## config.mk

```make
export PLATFORM = sky130hd
export DESIGN_NAME = tx_symbol_mapper_flat
export DESIGN_NICKNAME = d
export VERILOG_FILES = /design/src/rtl/tx_map_pkg.sv /design/src/rtl/tx_symbol_mapper_if.sv /design/src/rtl/gray_pam_axis.sv /design/src/rtl/tx_symbol_mapper.sv /design/src/flat_wrapper.sv
export SDC_FILE = /design/constraint.sdc
export NUM_CORES = 1
export LEC_CHECK = 0
export CORE_MARGIN = 1.5
export CORE_UTILIZATION = 50
export CTS_CLUSTER_SIZE = 10
export DETAILED_ROUTE_END_ITERATION = 10
export PLACE_DENSITY_LB_ADDON = 0.3
export SLEW_MARGIN = 20
export SYNTH_ARGS = -nofsm -noshare
export SYNTH_HDL_FRONTEND = slang
export SYNTH_HIERARCHICAL = 1
export SYNTH_SLANG_ARGS = --single-unit
```

## constraint.sdc

```tcl
create_clock -name clk -period 4.7 [get_ports clk]
set_input_delay 0.94 -clock clk [delete_from_list [all_inputs] [get_ports clk]]
set_output_delay 0.94 -clock clk [all_outputs]
set_load 0.005 [all_outputs]
```

## src/rtl/tx_map_pkg.sv

```systemverilog
// Shared constants and helpers for the transmit symbol mapper: mode encoding,
// bits-per-symbol lookup and per-axis Gray-to-PAM level mapping.
package tx_map_pkg;

    localparam logic [1:0] MODE_BPSK  = 2'd0;
    localparam logic [1:0] MODE_QPSK  = 2'd1;
    localparam logic [1:0] MODE_16QAM = 2'd2;
    localparam logic [1:0] MODE_64QAM = 2'd3;

    function automatic logic [2:0] bps_of(input logic [1:0] mode);
        logic [2:0] bps;
        case (mode)
            MODE_BPSK:  bps = 3'd1;
            MODE_QPSK:  bps = 3'd2;
            MODE_16QAM: bps = 3'd4;
            default:    bps = 3'd6;
        endcase
        return bps;
    endfunction

    // axis_w = number of bits on this axis (0 = axis unused, level 0)
    function automatic logic signed [3:0] gray_pam(input logic [2:0] bits,
                                                   input logic [1:0] axis_w);
        logic signed [3:0] lvl;
        lvl = 4'sd0;
        case (axis_w)
            2'd1: lvl = bits[0] ? 4'sd1 : -4'sd1;
            2'd2: begin
                case (bits[1:0])
                    2'b00:   lvl = -4'sd3;
                    2'b01:   lvl = -4'sd1;
                    2'b11:   lvl = 4'sd1;
                    default: lvl = 4'sd3;
                endcase
            end
            2'd3: begin
                case (bits)
                    3'b000:  lvl = -4'sd7;
                    3'b001:  lvl = -4'sd5;
                    3'b011:  lvl = -4'sd3;
                    3'b010:  lvl = -4'sd1;
                    3'b110:  lvl = 4'sd1;
                    3'b111:  lvl = 4'sd3;
                    3'b101:  lvl = 4'sd5;
                    default: lvl = 4'sd7;
                endcase
            end
            default: lvl = 4'sd0;
        endcase
        return lvl;
    endfunction

endpackage

```

## src/rtl/tx_symbol_mapper_if.sv

```systemverilog
// Bit-stream input and I/Q symbol output handshakes of the symbol mapper.
interface tx_symbol_mapper_if #(parameter int IQ_W = 8);
    logic [1:0]             mode;
    logic                   in_bit;
    logic                   in_valid;
    logic                   in_last;
    logic                   in_ready;
    logic signed [IQ_W-1:0] I_out;
    logic signed [IQ_W-1:0] Q_out;
    logic                   out_valid;
    logic                   out_ready;
    logic                   out_last;
    logic                   out_padded;

    modport slave (
        input  mode, in_bit, in_valid, in_last, out_ready,
        output in_ready, I_out, Q_out, out_valid, out_last, out_padded
    );

    modport master (
        output mode, in_bit, in_valid, in_last, out_ready,
        input  in_ready, I_out, Q_out, out_valid, out_last, out_padded
    );
endinterface

```

## src/rtl/gray_pam_axis.sv

```systemverilog
// One axis of the constellation: Gray-coded axis bits to signed PAM level.
module gray_pam_axis
    import tx_map_pkg::*;
(
    input  logic [2:0]        axis_bits,
    input  logic [1:0]        axis_w,
    output logic signed [3:0] level
);
    assign level = gray_pam(axis_bits, axis_w);
endmodule

```

## src/rtl/tx_symbol_mapper.sv

```systemverilog
// Serial bit packer + Gray I/Q mapper (BPSK/QPSK/16QAM/64QAM) with valid/ready on
// both sides and frame-end zero padding. TX_SYM_COUNT_EN adds a handoff counter.
module tx_symbol_mapper
    import tx_map_pkg::*;
#(
    parameter int IQ_W    = 8,
    parameter int AMP     = 16,
    parameter int MAX_BPS = 6
) (
    input  logic               clk,
    input  logic               reset,
    tx_symbol_mapper_if.slave  bus
`ifdef TX_SYM_COUNT_EN
    ,
    output logic [15:0]        sym_count
`endif
);
    localparam int CNT_W = $clog2(MAX_BPS);
    localparam logic signed [IQ_W-1:0] AMP_S = IQ_W'(AMP);

    if (7 * AMP > 2 ** (IQ_W - 1) - 1) begin : g_amp_chk
        $error("tx_symbol_mapper: 7*AMP exceeds signed IQ_W range");
    end
    if (MAX_BPS < 6) begin : g_bps_chk
        $error("tx_symbol_mapper: MAX_BPS must cover 64QAM (6 bits)");
    end

    logic [CNT_W-1:0]   cnt;
    logic [MAX_BPS-1:0] pack;
    logic [MAX_BPS-1:0] sym;
    logic [1:0]         mode_q;
    logic [1:0]         cur_mode;
    logic [CNT_W-1:0]   last_pos;
    logic               at_end;
    logic               would_complete;
    logic               accept;
    logic               complete;
    logic               drain;
    logic [5:0]         b6;
    logic [2:0]         i_bits, q_bits;
    logic [1:0]         i_w, q_w;
    logic signed [3:0]  i_lvl, q_lvl;
    logic signed [IQ_W-1:0] i_ext, q_ext, i_val, q_val;

    // The first bit of a symbol sees the live mode; later bits use the latched one.
    assign cur_mode       = (cnt == '0) ? bus.mode : mode_q;
    assign last_pos       = CNT_W'(bps_of(cur_mode) - 3'd1);
    assign at_end         = (cnt == last_pos);
    assign would_complete = at_end | bus.in_last;
    assign drain          = bus.out_valid & bus.out_ready;
    assign bus.in_ready   = !(would_complete & bus.out_valid & !bus.out_ready);
    assign accept         = bus.in_valid & bus.in_ready;
    assign complete       = accept & would_complete;

    // b0 sits at the MSB; unfilled positions stay zero, which is the padding.
    always_comb begin
        sym = pack;
        for (int k = 0; k < MAX_BPS; k++) begin
            if (CNT_W'(k) == cnt) sym[MAX_BPS-1-k] = bus.in_bit;
        end
    end

    assign b6 = sym[MAX_BPS-1 -: 6];

    always_comb begin
        i_bits = 3'b000;
        q_bits = 3'b000;
        i_w    = 2'd1;
        q_w    = 2'd0;
        case (cur_mode)
            MODE_BPSK: begin
                i_bits = {2'b00, b6[5]};
            end
            MODE_QPSK: begin
                i_bits = {2'b00, b6[5]};
                q_bits = {2'b00, b6[4]};
                q_w    = 2'd1;
            end
            MODE_16QAM: begin
                i_bits = {1'b0, b6[5:4]};
                q_bits = {1'b0, b6[3:2]};
                i_w    = 2'd2;
                q_w    = 2'd2;
            end
            default: begin
                i_bits = b6[5:3];
                q_bits = b6[2:0];
                i_w    = 2'd3;
                q_w    = 2'd3;
            end
        endcase
    end

    gray_pam_axis u_axis_i (.axis_bits(i_bits), .axis_w(i_w), .level(i_lvl));
    gray_pam_axis u_axis_q (.axis_bits(q_bits), .axis_w(q_w), .level(q_lvl));

    assign i_ext = {{(IQ_W-4){i_lvl[3]}}, i_lvl};
    assign q_ext = {{(IQ_W-4){q_lvl[3]}}, q_lvl};
    assign i_val = i_ext * AMP_S;
    assign q_val = q_ext * AMP_S;

    always_ff @(posedge clk or posedge reset) begin
        if (reset) begin
            cnt    <= '0;
            pack   <= '0;
            mode_q <= MODE_QPSK;
        end else if (accept) begin
            if (cnt == '0) mode_q <= bus.mode;
            if (would_complete) begin
                cnt  <= '0;
                pack <= '0;
            end else begin
                cnt  <= cnt + 1'b1;
                pack <= sym;
            end
        end
    end

    // Single-entry output register; a drain and a load in one cycle gives no bubble.
    always_ff @(posedge clk or posedge reset) begin
        if (reset) begin
            bus.I_out      <= '0;
            bus.Q_out      <= '0;
            bus.out_valid  <= 1'b0;
            bus.out_last   <= 1'b0;
            bus.out_padded <= 1'b0;
        end else if (complete) begin
            bus.I_out      <= i_val;
            bus.Q_out      <= q_val;
            bus.out_valid  <= 1'b1;
            bus.out_last   <= bus.in_last;
            bus.out_padded <= bus.in_last & !at_end;
        end else if (drain) begin
            bus.out_valid  <= 1'b0;
        end
    end

`ifdef TX_SYM_COUNT_EN
    always_ff @(posedge clk or posedge reset) begin
        if (reset) begin
            sym_count <= '0;
        end else if (drain) begin
            sym_count <= bus.out_last ? 16'd0 : sym_count + 16'd1;
        end
    end
`endif

endmodule

```

## src/flat_wrapper.sv

```systemverilog
// flat-port wrapper written by rule: the top's interface ports become plain ports
module tx_symbol_mapper_flat import tx_map_pkg::*;
#(
    parameter int IQ_W    = 8,
    parameter int AMP     = 16,
    parameter int MAX_BPS = 6
)
  (clk, reset, bus_mode, bus_in_bit, bus_in_valid, bus_in_last, bus_out_ready, bus_in_ready, bus_I_out, bus_Q_out, bus_out_valid, bus_out_last, bus_out_padded);
  tx_symbol_mapper_if #(.IQ_W(IQ_W)) bus_i ();
  input  logic clk;
  input  logic reset;
  input wire logic [$bits(bus_i.mode)-1:0] bus_mode;
  input wire logic [$bits(bus_i.in_bit)-1:0] bus_in_bit;
  input wire logic [$bits(bus_i.in_valid)-1:0] bus_in_valid;
  input wire logic [$bits(bus_i.in_last)-1:0] bus_in_last;
  input wire logic [$bits(bus_i.out_ready)-1:0] bus_out_ready;
  output wire logic [$bits(bus_i.in_ready)-1:0] bus_in_ready;
  output wire logic [$bits(bus_i.I_out)-1:0] bus_I_out;
  output wire logic [$bits(bus_i.Q_out)-1:0] bus_Q_out;
  output wire logic [$bits(bus_i.out_valid)-1:0] bus_out_valid;
  output wire logic [$bits(bus_i.out_last)-1:0] bus_out_last;
  output wire logic [$bits(bus_i.out_padded)-1:0] bus_out_padded;
  assign bus_i.mode = bus_mode;
  assign bus_i.in_bit = bus_in_bit;
  assign bus_i.in_valid = bus_in_valid;
  assign bus_i.in_last = bus_in_last;
  assign bus_i.out_ready = bus_out_ready;
  assign bus_in_ready = bus_i.in_ready;
  assign bus_I_out = bus_i.I_out;
  assign bus_Q_out = bus_i.Q_out;
  assign bus_out_valid = bus_i.out_valid;
  assign bus_out_last = bus_i.out_last;
  assign bus_out_padded = bus_i.out_padded;
  tx_symbol_mapper #(.IQ_W(IQ_W), .AMP(AMP), .MAX_BPS(MAX_BPS)) u_core (.clk(clk), .reset(reset), .bus(bus_i));
endmodule
```

==> out/qor.yml <==
syn_inst: 208
tns_ps: 0
antenna_cells: 0
grt_pass1_vias: 1428
std_cell_rows: 22
first_pass_iters: 4
cts_sinks: 22
min-delay-start: "u_core/bus.I_out[7]$_DFFE_PP0P_"
yosysUniqueCellTypes: 51
drt_iter0_drc: 95
dp_hpwl_mm: 2.905
slew_headroom: 0.4433
io_pins: 28
hold_class: "flop to flop"
drv_slew: 0
avgSynthCellArea_um2: 9.234
drive_gt1_frac: 0.1491
cts_root_buffer: "clkbuf_8"
power.total_mw: 1.516
htree_levels: 1
status: "completed"
cts_tree: "done"
area_growth_pct: 15.18
setup_viol: 0
nets: 250
die_x_um: 64.98
critPathKind: "flop to primary output"
clock_skew_ps: 3.495
synth-xor-area-share: 0.009121
reg2regPathDepth: 13
critPathArrivalTime_ps: 3380
die_h_um: 64.98
via_per_inst: 5.714
grt_max_degree: 23
fin_hold_ws_ps: 508.5
worstSkewPairLatency_ps: 260
synth_compound_area_frac: 0.2013
gp_congestion: 0.8857
end_kind: "primary output"
dieArea_um2: 4222
drv_cap: 0
initial_core_util: 0.5246
p_leak_nw: 0.9826
drc: 0
muxShareOfSynthArea: 0.1485
cts_setup_buffers: 0
startpoint_type: "flop"
yosys.area_share.adder: 0.08469
portBuffers: 19
startpoint: "u_core/cnt[0]$_DFFE_PP0P_"
peakVddDrop_mv: 0.2885
worst_pin_slew_ps: 834.1
synth-seq-cells: 22
antenna_found_initial: 0
maxClockFrequency_mhz: 231.6
cts_buffer_depth: 2
finalCritPeriodShare: 0.9188
ctsResizeCount: 0
num_vias: 1577
wirelength_mm: 3.920
min_delay_path_depth: 1
rsz0062_at_grt: "no"
fin_crit_ps: 4319
hold_violations: 0
clk_pin_slew_worst_paths_ps: 80
grt_use_total: 0.2023
grt_pass1_wl_mm: 6.720
synth_simple_gate_area_share: 0.1811
cp_max_fo: 9
wl_per_cell_um: 14.20
synth-seq-area-share: 0.2873
r2r-start: "u_core/cnt[0]$_DFFE_PP0P_"
numCtsBuffers: 3
core_um2: 3661
p_per_area_nw_per_um2: 685.3
grt-ovfl-total: 0
critPathRequiredTime_ps: 3760
synth_top_family_by_area: "compound AO/OA/AOI/OAI gates"
ant_nets: 0
netlist_area_um2: 1921
yosysWarnings: 6
postCtsHoldBufs: 0
-- cell families (layout without fill, tap and decap cells) --
group	Yosys count	count (layout)
buffers and inverters	33	46
adder cells (fa/ha/maj)	13	13
XOR/XNOR	2	2
AO/OA/AOI/OAI	50	50
flip-flops	22	22
other	1	8
AND/OR/NAND/NOR	62	62
multiplexers	25	25
-- synth_stat cells, drive strengths merged --
| library cell | instances | area, um^2 |
|---|---|---|
| a21oi | 7 | 35.03 |
| nand2 | 19 | 71.32 |
| o31a | 3 | 28.78 |
| inv | 17 | 63.81 |
| a41oi | 3 | 33.79 |
| o21ai | 11 | 55.05 |
| o221ai | 2 | 17.52 |
| a22oi | 2 | 15.01 |
| clkbuf | 3 | 11.26 |
| buf | 13 | 90.08 |
| dfstp | 1 | 26.28 |
| mux2i | 17 | 195.2 |
| nor4bb | 1 | 10.01 |
| a311oi | 3 | 26.28 |
| a31oi | 6 | 43.79 |
| nor3b | 3 | 22.52 |
| and2b | 1 | 7.510 |
| or2 | 4 | 25.02 |
| nor2 | 11 | 41.29 |
| nand2b | 4 | 25.02 |
| nor3 | 3 | 15.01 |
| mux2 | 8 | 90.09 |
| xnor2 | 2 | 17.52 |
| a21o | 1 | 7.510 |
| a32o | 1 | 10.01 |
| or2b | 2 | 15.01 |
| conb | 1 | 3.750 |
| nand4 | 1 | 6.260 |
| and2 | 1 | 6.260 |
| o41ai | 1 | 27.53 |
| o31ai | 3 | 36.28 |
| or4 | 3 | 22.52 |
| nand3 | 2 | 15.01 |
| nor4 | 1 | 21.27 |
| o211ai | 3 | 22.52 |
| dfrtp | 21 | 525.5 |
| ha | 13 | 162.7 |
| a211oi | 2 | 15.01 |
| nor2b | 4 | 25.02 |
| or3 | 1 | 6.260 |
| o22ai | 2 | 12.51 |
| and4bb | 1 | 12.51 |
-- cell type report --
type | count | area (um^2)
inverter | 17 | 63.81
fill | 319 | 1449
multi-input combinational | 160 | 1230
timing repair buffer | 25 | 235.2
clock buffer | 3 | 41.29
clock inverter | 1 | 30.03
tap | 48 | 60.06
sequential | 22 | 551.8
-- routing by layer --
| metal | global-route usage | vias up | share of wire |
|---|---|---|---|
| met5 | 0 | - | 0 |
| met4 | 0.05585 | 0 | 0.010 |
| met3 | 0.02431 | 4 | 0.067 |
| met2 | 0.3222 | 62 | 0.43 |
| met1 | 0.2888 | 737 | 0.49 |
| li1 | - | 774 | - |
-- report_power, final --
group          switching [mW]  total, mW  internal [mW]
Sequential             0.0578      0.315          0.257
Combinational           0.537       1.03          0.489
Clock                  0.0612      0.175          0.114
Total                   0.656       1.52          0.860
-- layout by cell type, fill, tap and decap left out, drive strengths merged, types with 4 or more instances in the layout --
cell type	instances
or2	4
nor2	11
a31oi	6
ha	13
o21ai	11
inv	17
nand2b	4
mux2	8
conb	8
buf	6
clkdlybuf4s50	19
a21oi	7
nor2b	4
dfrtp	21
nand2	19
mux2i	17
-- final timing paths --
path	to	slack, ps
worst min register to register	u_core/bus.I_out[7]$_DFFE_PP0P_	510
worst min-delay path	u_core/bus.I_out[7]$_DFFE_PP0P_	510
min in group asynchronous	u_core/bus.Q_out[5]$_DFFE_PP0P_	1140
worst max register to register	u_core/bus.Q_out[7]$_DFFE_PP0P_	750
max in group asynchronous	u_core/cnt[0]$_DFFE_PP0P_	3040
worst max-delay path	bus_in_ready	380
-- metrics by stage --
step,setup slack (ps),area (um^2),instances,utilization
finish,381.4,2212,276,0.6042
global route,170.6,2212,276,0.6042
CTS,391.4,2212,276,0.6042
detailed placement,456.6,2141,272,0.5848
global placement,456.9,2141,272,0.5848
floorplan,1093,1947,215,-
-- state kept, by name (all words and copies together) (netlist names) --
name / cells
u_core/bus.I_out: 4
u_core/pack: 6
u_core/bus.out_last: 1
u_core/bus.out_valid: 1
u_core/cnt: 3
u_core/mode_q: 2
u_core/bus.Q_out: 4
u_core/bus.out_padded: 1
-- critical path: stages, from the launching register on --
cell	delay, ps
dfrtp_1	470
inv_1	280
ha_1	360
nand2b_1	350
a31oi_2	550
o41ai_4	160
or3_1	390
nand2_1	70
clkdlybuf4s50_1	490
(Power assumes the default switching activity.)
